$ cat config.mk
export PLATFORM = sky130hd
export DESIGN_NAME = pipe_ctrl_flat
export DESIGN_NICKNAME = d
export VERILOG_FILES = /design/src/rtl/pipe_ctrl_if.sv /design/src/rtl/pipe_ctrl.sv /design/src/flat_wrapper.sv
export SDC_FILE = /design/constraint.sdc
export NUM_CORES = 1
export LEC_CHECK = 0
export CAP_MARGIN = 20
export CORE_AREA = 2 2 71 73
export CTS_BUF_LIST = sky130_fd_sc_hd__clkbuf_4 sky130_fd_sc_hd__clkbuf_8
export DETAILED_ROUTE_END_ITERATION = 6
export DIE_AREA = 0 0 73 75
export PLACE_DENSITY_LB_ADDON = 0.12
export SETUP_SLACK_MARGIN = 0.4
export SLEW_MARGIN = 20
export SYNTH_ARGS = -nofsm -noshare
export SYNTH_HDL_FRONTEND = slang
export SYNTH_SLANG_ARGS = --single-unit
$ cat constraint.sdc
create_clock -name clk -period 2.6 [get_ports clk]
set_input_delay 0.39 -clock clk [delete_from_list [all_inputs] [get_ports clk]]
set_output_delay 0.39 -clock clk [all_outputs]
set_load 0.02 [all_outputs]
$ cat src/rtl/pipe_ctrl_if.sv
// pipe_ctrl_if -- hazard-detect inputs and pipeline-steering outputs shared
// between the pipeline controller and the datapath.
//   id_rs1/id_rs2, id_use1/id_use2 : source regs of the instruction in IF/ID
//   ex_rd, ex_wen                  : destination of the instruction in EX
//   pc_en, ifid_en, ifid_flush     : PC advance, IF/ID load, IF/ID clear
//   ex_bubble                      : NOP insertion into EX
// master = controller side, slave = datapath side.
interface pipe_ctrl_if #(
   parameter int RAW = 5
);
   logic [RAW-1:0] id_rs1;
   logic [RAW-1:0] id_rs2;
   logic           id_use1;
   logic           id_use2;
   logic [RAW-1:0] ex_rd;
   logic           ex_wen;
   logic           pc_en;
   logic           ifid_en;
   logic           ifid_flush;
   logic           ex_bubble;

   modport master (
      input  id_rs1, id_rs2, id_use1, id_use2, ex_rd, ex_wen,
      output pc_en, ifid_en, ifid_flush, ex_bubble
   );

   modport slave (
      output id_rs1, id_rs2, id_use1, id_use2, ex_rd, ex_wen,
      input  pc_en, ifid_en, ifid_flush, ex_bubble
   );
endinterface

$ cat src/rtl/pipe_ctrl.sv
// pipe_ctrl -- in-order pipeline controller: RAW-hazard stall, orderly
// drain-to-halt and active/stall performance counters.
// Ports:
//   clk, rst (async, active-low)
//   start     : launch/relaunch from IDLE or HALT
//   halt_req  : orderly stop (wins over hazard and over start)
//   step      : single-step in HALT, only when PIPE_CTRL_STEP_EN is defined
//   bus       : pipe_ctrl_if.master (hazard inputs, steering outputs)
//   busy, halted, cycle_cnt, stall_cnt : status and counters
// Optional feature macro: PIPE_CTRL_STEP_EN (adds the step input).
// Steering outputs are combinational so a hazard bubbles EX in the same cycle.
module pipe_ctrl #(
   parameter int RAW       = 5,
   parameter int CW        = 16,
   parameter int STALL_CYC = 2,
   parameter int DRAIN_CYC = 3
) (
   input  logic          clk,
   input  logic          rst,
   input  logic          start,
   input  logic          halt_req,
`ifdef PIPE_CTRL_STEP_EN
   input  logic          step,
`endif
   pipe_ctrl_if.master   bus,
   output logic          busy,
   output logic          halted,
   output logic [CW-1:0] cycle_cnt,
   output logic [CW-1:0] stall_cnt
);

   typedef enum logic [2:0] {IDLE, RUN, STALL, DRAIN, HALT} state_t;

   state_t         state, next_state;
   logic [2:0]     hold, next_hold;
   logic [RAW-1:0] rs1, rs2, rd;
   logic           hazard;
   logic           pc_c, ifid_c, flush_c, bub_c;
   logic           clr_cnt;
   logic           step_pulse;

   assign rs1 = bus.id_rs1;
   assign rs2 = bus.id_rs2;
   assign rd  = bus.ex_rd;

   // r0 is hardwired zero, so a write to it never creates a dependency.
   assign hazard = bus.ex_wen && (rd != '0) &&
                   ((bus.id_use1 && (rs1 == rd)) || (bus.id_use2 && (rs2 == rd)));

   always_comb begin
      next_state = state;
      next_hold  = hold;
      pc_c       = 1'b0;
      ifid_c     = 1'b0;
      flush_c    = 1'b0;
      bub_c      = 1'b0;
      clr_cnt    = 1'b0;
      step_pulse = 1'b0;
      case (state)
         IDLE, HALT: begin
            if (start) begin
               flush_c    = 1'b1;
               clr_cnt    = 1'b1;
               next_state = RUN;
            end
`ifdef PIPE_CTRL_STEP_EN
            else if (state == HALT && step) begin
               pc_c       = 1'b1;
               ifid_c     = 1'b1;
               step_pulse = 1'b1;
            end
`endif
         end
         RUN, STALL: begin
            if (halt_req) begin
               // First drain cycle: flush IF/ID and bubble EX, PC frozen.
               ifid_c  = 1'b1;
               flush_c = 1'b1;
               bub_c   = 1'b1;
               if (DRAIN_CYC == 1) begin
                  next_state = HALT;
                  next_hold  = 3'd0;
               end else begin
                  next_state = DRAIN;
                  next_hold  = 3'(DRAIN_CYC - 1);
               end
            end else if (state == RUN) begin
               if (hazard) begin
                  bub_c = 1'b1;
                  if (STALL_CYC > 1) begin
                     next_state = STALL;
                     next_hold  = 3'(STALL_CYC - 1);
                  end
               end else begin
                  pc_c   = 1'b1;
                  ifid_c = 1'b1;
               end
            end else begin
               bub_c = 1'b1;
               if (hold <= 3'd1) begin
                  next_state = RUN;
                  next_hold  = 3'd0;
               end else begin
                  next_hold = hold - 3'd1;
               end
            end
         end
         DRAIN: begin
            ifid_c  = 1'b1;
            flush_c = 1'b1;
            bub_c   = 1'b1;
            if (hold <= 3'd1) begin
               next_state = HALT;
               next_hold  = 3'd0;
            end else begin
               next_hold = hold - 3'd1;
            end
         end
         default: begin
            next_state = IDLE;
            next_hold  = 3'd0;
         end
      endcase
   end

   // Gate with rst so start seen during reset cannot leak a flush pulse.
   assign bus.pc_en      = rst & pc_c;
   assign bus.ifid_en    = rst & ifid_c;
   assign bus.ifid_flush = rst & flush_c;
   assign bus.ex_bubble  = rst & bub_c;

   assign busy   = (state == RUN) || (state == STALL) || (state == DRAIN);
   assign halted = (state == HALT);

   always_ff @(posedge clk or negedge rst) begin
      if (!rst) begin
         state     <= IDLE;
         hold      <= 3'd0;
         cycle_cnt <= '0;
         stall_cnt <= '0;
      end else begin
         state <= next_state;
         hold  <= next_hold;
         if (clr_cnt) begin
            cycle_cnt <= '0;
            stall_cnt <= '0;
         end else begin
            if ((busy || step_pulse) && (cycle_cnt != '1))
               cycle_cnt <= cycle_cnt + 1'b1;
            // Drain bubbles are not stalls; the halt-request cycle itself is.
            if (bub_c && (state != DRAIN) && (stall_cnt != '1))
               stall_cnt <= stall_cnt + 1'b1;
         end
      end
   end

endmodule

$ cat src/flat_wrapper.sv
// flat-port wrapper written by rule: the top's interface ports become plain ports
module pipe_ctrl_flat 
#(
   parameter int RAW       = 5,
   parameter int CW        = 16,
   parameter int STALL_CYC = 2,
   parameter int DRAIN_CYC = 3
)
  (clk, rst, start, halt_req, busy, halted, cycle_cnt, stall_cnt, bus_id_rs1, bus_id_rs2, bus_id_use1, bus_id_use2, bus_ex_rd, bus_ex_wen, bus_pc_en, bus_ifid_en, bus_ifid_flush, bus_ex_bubble);
  pipe_ctrl_if #(.RAW(RAW)) bus_i ();
  input  logic clk;
  input  logic rst;
  input  logic start;
  input  logic halt_req;
  output logic busy;
  output logic halted;
  output logic [CW-1:0] cycle_cnt;
  output logic [CW-1:0] stall_cnt;
  input wire logic [$bits(bus_i.id_rs1)-1:0] bus_id_rs1;
  input wire logic [$bits(bus_i.id_rs2)-1:0] bus_id_rs2;
  input wire logic [$bits(bus_i.id_use1)-1:0] bus_id_use1;
  input wire logic [$bits(bus_i.id_use2)-1:0] bus_id_use2;
  input wire logic [$bits(bus_i.ex_rd)-1:0] bus_ex_rd;
  input wire logic [$bits(bus_i.ex_wen)-1:0] bus_ex_wen;
  output wire logic [$bits(bus_i.pc_en)-1:0] bus_pc_en;
  output wire logic [$bits(bus_i.ifid_en)-1:0] bus_ifid_en;
  output wire logic [$bits(bus_i.ifid_flush)-1:0] bus_ifid_flush;
  output wire logic [$bits(bus_i.ex_bubble)-1:0] bus_ex_bubble;
  assign bus_i.id_rs1 = bus_id_rs1;
  assign bus_i.id_rs2 = bus_id_rs2;
  assign bus_i.id_use1 = bus_id_use1;
  assign bus_i.id_use2 = bus_id_use2;
  assign bus_i.ex_rd = bus_ex_rd;
  assign bus_i.ex_wen = bus_ex_wen;
  assign bus_pc_en = bus_i.pc_en;
  assign bus_ifid_en = bus_i.ifid_en;
  assign bus_ifid_flush = bus_i.ifid_flush;
  assign bus_ex_bubble = bus_i.ex_bubble;
  pipe_ctrl #(.RAW(RAW), .CW(CW), .STALL_CYC(STALL_CYC), .DRAIN_CYC(DRAIN_CYC)) u_core (.clk(clk), .rst(rst), .start(start), .halt_req(halt_req), .bus(bus_i), .busy(busy), .halted(halted), .cycle_cnt(cycle_cnt), .stall_cnt(stall_cnt));
endmodule
==> results by group <==
Run status
  • Outcome: finished, final reports clean

Critical path
  • CP max stage cell: or4_1
  • CP endpoint kind: output pin
  • Critical path class: input pin to output pin
  • Critical path buffers and inverters: 2
  • Cell Chain, Critical Path: clkdlybuf4s15_1 > or4_1 > o21a_2 > and2_4 > a211oi_2 > buf_4
  • Crit path required time: about 2.2 ns
  • Crit-path max cell delay: about 0.46 ns
  • Crit path DAT: 1.79 ns
  • CP Max Fanout: 3
  • Startpoint types: input pin
  • Cell family with most CP delay: simple AND/OR/NAND/NOR gates

Clock network
  • Root Buffer: clkbuf_8
  • CTS H-Tree Depth: 2
  • # clock sinks: 38
  • Worst-skew pair later-pin latency: 0.28 ns
  • Number of clock buffers inserted by TritonCTS: 5
  • CTS tree: built
  • Clk slew on worst S/H paths: roughly 0.080 ns
  • Clock Tree Buf Depth: 2
  • Cts hold-fix bufs: 0

Timing
  • Clock skew: around 0.0049 ns
  • RSZ-0062 raised after global routing: yes
  • Slew Limit Fails: 0
  • Worst slew pin tran: 0.631 ns
  • Setup violations, final: 0
  • Headroom to the max-slew limit: between 50% and 60%
  • Final Hold Fails: 0
  • TNS Setup: 0 ns
  • Post-route minimum period: 2.18 ns
  • Slack of the critical path: 0.425 ns
  • Max Freq: about 460 MHz
  • Fin crit share: between 80% and 90%

Route
  • Routed wire length: roughly 6 mm
  • 1st-iter DRT viols: between 150 and 200
  • WL met2: about 2.7 mm
  • DRT antenna net count: 0
  • DR WL/cell: roughly 15 µm
  • Drt via density: about 5.7
  • Drt first pass iters: 4
  • Met3 WL: 377 µm
  • DRT met1 WL: 2.66 mm
  • Max Used Layer: met4
  • Detailed-route via count: 2289
  • DR DRC count: 0

Synthesis
  • Post-synth top flop: dfrtp_1
  • Syn avg cell area: between 8 and 9 µm²
  • Sequential-to-total area share from yosys stat: just over 40%
  • Count of cell types in the netlist: 52
  • Most frequent cells after synthesis: dfrtp_1, nand2_1, nor2_1
  • #FFs+latches synth: 38
  • Syn nets: 286
  • Syn Inst Count: 260
  • Synth top area cells: dfrtp_1, xnor2_1, nand2_1, nor2_1, nand4_1
  • Mapped cell area: around 2300 µm²
  • Most numerous cell in the Yosys netlist: dfrtp_1
  • Ys async rst share: between 90% and 100%
  • EDFF count, synth: 0
  • Yosys top cell by area: dfrtp_1
  • Synth top area share: between 40% and 50%
  • Synth warn: 0

Finish
  • Storage element area: between 900 and 1000 µm²
  • Ant diodes: 0
  • Net count, final: between 300 and 400
  • Design Area, Final: between 3000 and 4000 µm²
  • Filler instances: ~370
  • Layout Cells excl Fill: between 400 and 500
  • Area growth from synthesis to layout: 43.5%
  • Multi-input gate area: 1380 µm²
  • Layout cells sized above 1: a little over 20%

GRT
  • First-pass GRT wire length: 9.69 mm
  • Largest net degree at the start of global routing: 26
  • Congestion Overflow GR: 0
  • Vias in the first global route: ~2100
  • Tot GR Track Use: between 20 and 25%
  • Initial antenna violation count: 0

Floorplan
  • Die width: approximately 73 µm
  • Initial Util: a little under 50%
  • Row cnt: 25
  • DIE HEIGHT: roughly 75 µm
  • # IOs: 60
  • Full die area: between 5000 and 6000 µm²
  • Placeable Area: roughly 4700 µm²

Run
  • Max-Cap Viols: 0

Power
  • Power Density: approximately 800 nW/µm²
  • Internal Pwr Total: 1.57 mW
  • Comb power frac: roughly 54%
  • Flop pwr share: 29.7%
  • Clock network power share: ~16%
  • Leak pwr: about 1.5 nW
  • Net Sw Power: roughly 1.1 mW
  • Worst vdd ir: approximately 0.74 mV
  • Sw frac: 41.6%

Placed design
  • Placer Congestion: ~0.82
  • DPL Wire Length: between 4 and 5 mm
  • Port bufs: a little under 60
  • Placed Instances: slightly below 400
  • Area of placed instances: a little over 3000 µm²
  • Dpl ws: -0.296 ns

Min path
  • HP Class: input pin to asynchronous set/reset pin
[through the flow]
stage | hold slack, ns | power, mW | utilization (%)
floorplan | 0.0944 | 1.66 | -
global placement | 0.398 | 2.09 | 66.3
detailed placement | 0.403 | 2.10 | 66.3
CTS | 0.0947 | 2.67 | 69.6
global route | 0.0994 | 2.90 | 71.1
finish | 0.0958 | 2.70 | 71.1
[cell families (layout without fill, tap and decap cells)]
| family | Yosys count | in the layout | share of synthesized area (%) |
|---|---|---|---|
| muxes | 6 | 6 | 2.60 |
| and+or+nand+nor | 123 | 123 | 26.9 |
| DFF | 38 | 38 | 41.2 |
| AOI/OAI and AO/OA | 51 | 52 | 15.8 |
| adders and majority gates | 4 | 4 | 2.17 |
| xor gates and xnor gates | 22 | 22 | 8.34 |
| buffers and inverters | 16 | 102 | 3.09 |
[power by group through the flow]
| stage | logic, mW | registers (mW) | clock network, mW |
|---|---|---|---|
| 3_3_place_gp | 1.29 | 0.804 | 0 |
| 6_report | 1.47 | 0.801 | 0.429 |
| 5_1_grt | 1.61 | 0.821 | 0.467 |
| 2_1_floorplan | 0.802 | 0.861 | 0 |
| 3_5_place_dp | 1.30 | 0.803 | 0 |
| 4_1_cts | 1.44 | 0.795 | 0.441 |
[cells in the final DEF (no fill, tap or decap), drive strengths merged, types with 4 or more instances in the layout]
cell	instances
nand2	32
xnor2	15
clkdlybuf4s50	39
nor2	26
nand4	11
mux2i	6
and2	4
clkbuf	10
or4	8
or2	5
nor2b	4
xor2	7
nor3	4
dfrtp	38
ha	4
inv	9
dlymetal6s2s	10
buf	30
o21a	5
and3	7
o21ai	12
a21oi	10
nand3	13
[timing repair]
action	4_1_cts	5_1_grt
setup endpoints to repair	18	16
gates resized for setup	30	29
pin swaps	8	17
cloned	1	0
setup buffers	4	1
[flip-flops by register name (all words and copies together), names as in the netlist]
| name | flops |
|---|---|
| u_core.state | 3 |
| u_core.cycle_cnt | 16 |
| u_core.stall_cnt | 16 |
| u_core.hold | 3 |
[path summary, 6_finish.rpt]
path                                startpoint  slack, ns              endpoint  cells past startpoint
hold reg to reg            u_core.cycle_cnt[2]       0.54   u_core.cycle_cnt[2]                      1
hold / removal                             rst        0.1   u_core.cycle_cnt[5]                      2
max in group asynchronous                  rst       2.19  u_core.stall_cnt[10]                      2
setup reg to reg           u_core.stall_cnt[0]       0.51   u_core.stall_cnt[9]                      8
min in group clk           u_core.cycle_cnt[2]       0.54   u_core.cycle_cnt[2]                      1
setup / recovery                  bus_ex_rd[3]       0.42           bus_ifid_en                      6
[area by class of cell]
type / instances / share of cell area [%]
timing repair buffer: 85 / 23.7
clock inverter: 1 / 0.151
sequential: 38 / 28.8
inverter: 9 / 1.02
multi-input combinational: 207 / 41.6
clock buffer: 7 / 2.72
tap: 54 / 2.04
[per-layer routing]
metal / GRT usage, % / vias to the layer above
met5: 0 / -
met4: 5.76 / 0
met3: 3.75 / 12
met2: 36.8 / 82
met1: 30.3 / 1085
li1: - / 1110
Note: power is estimated with default switching activity, not from simulation.
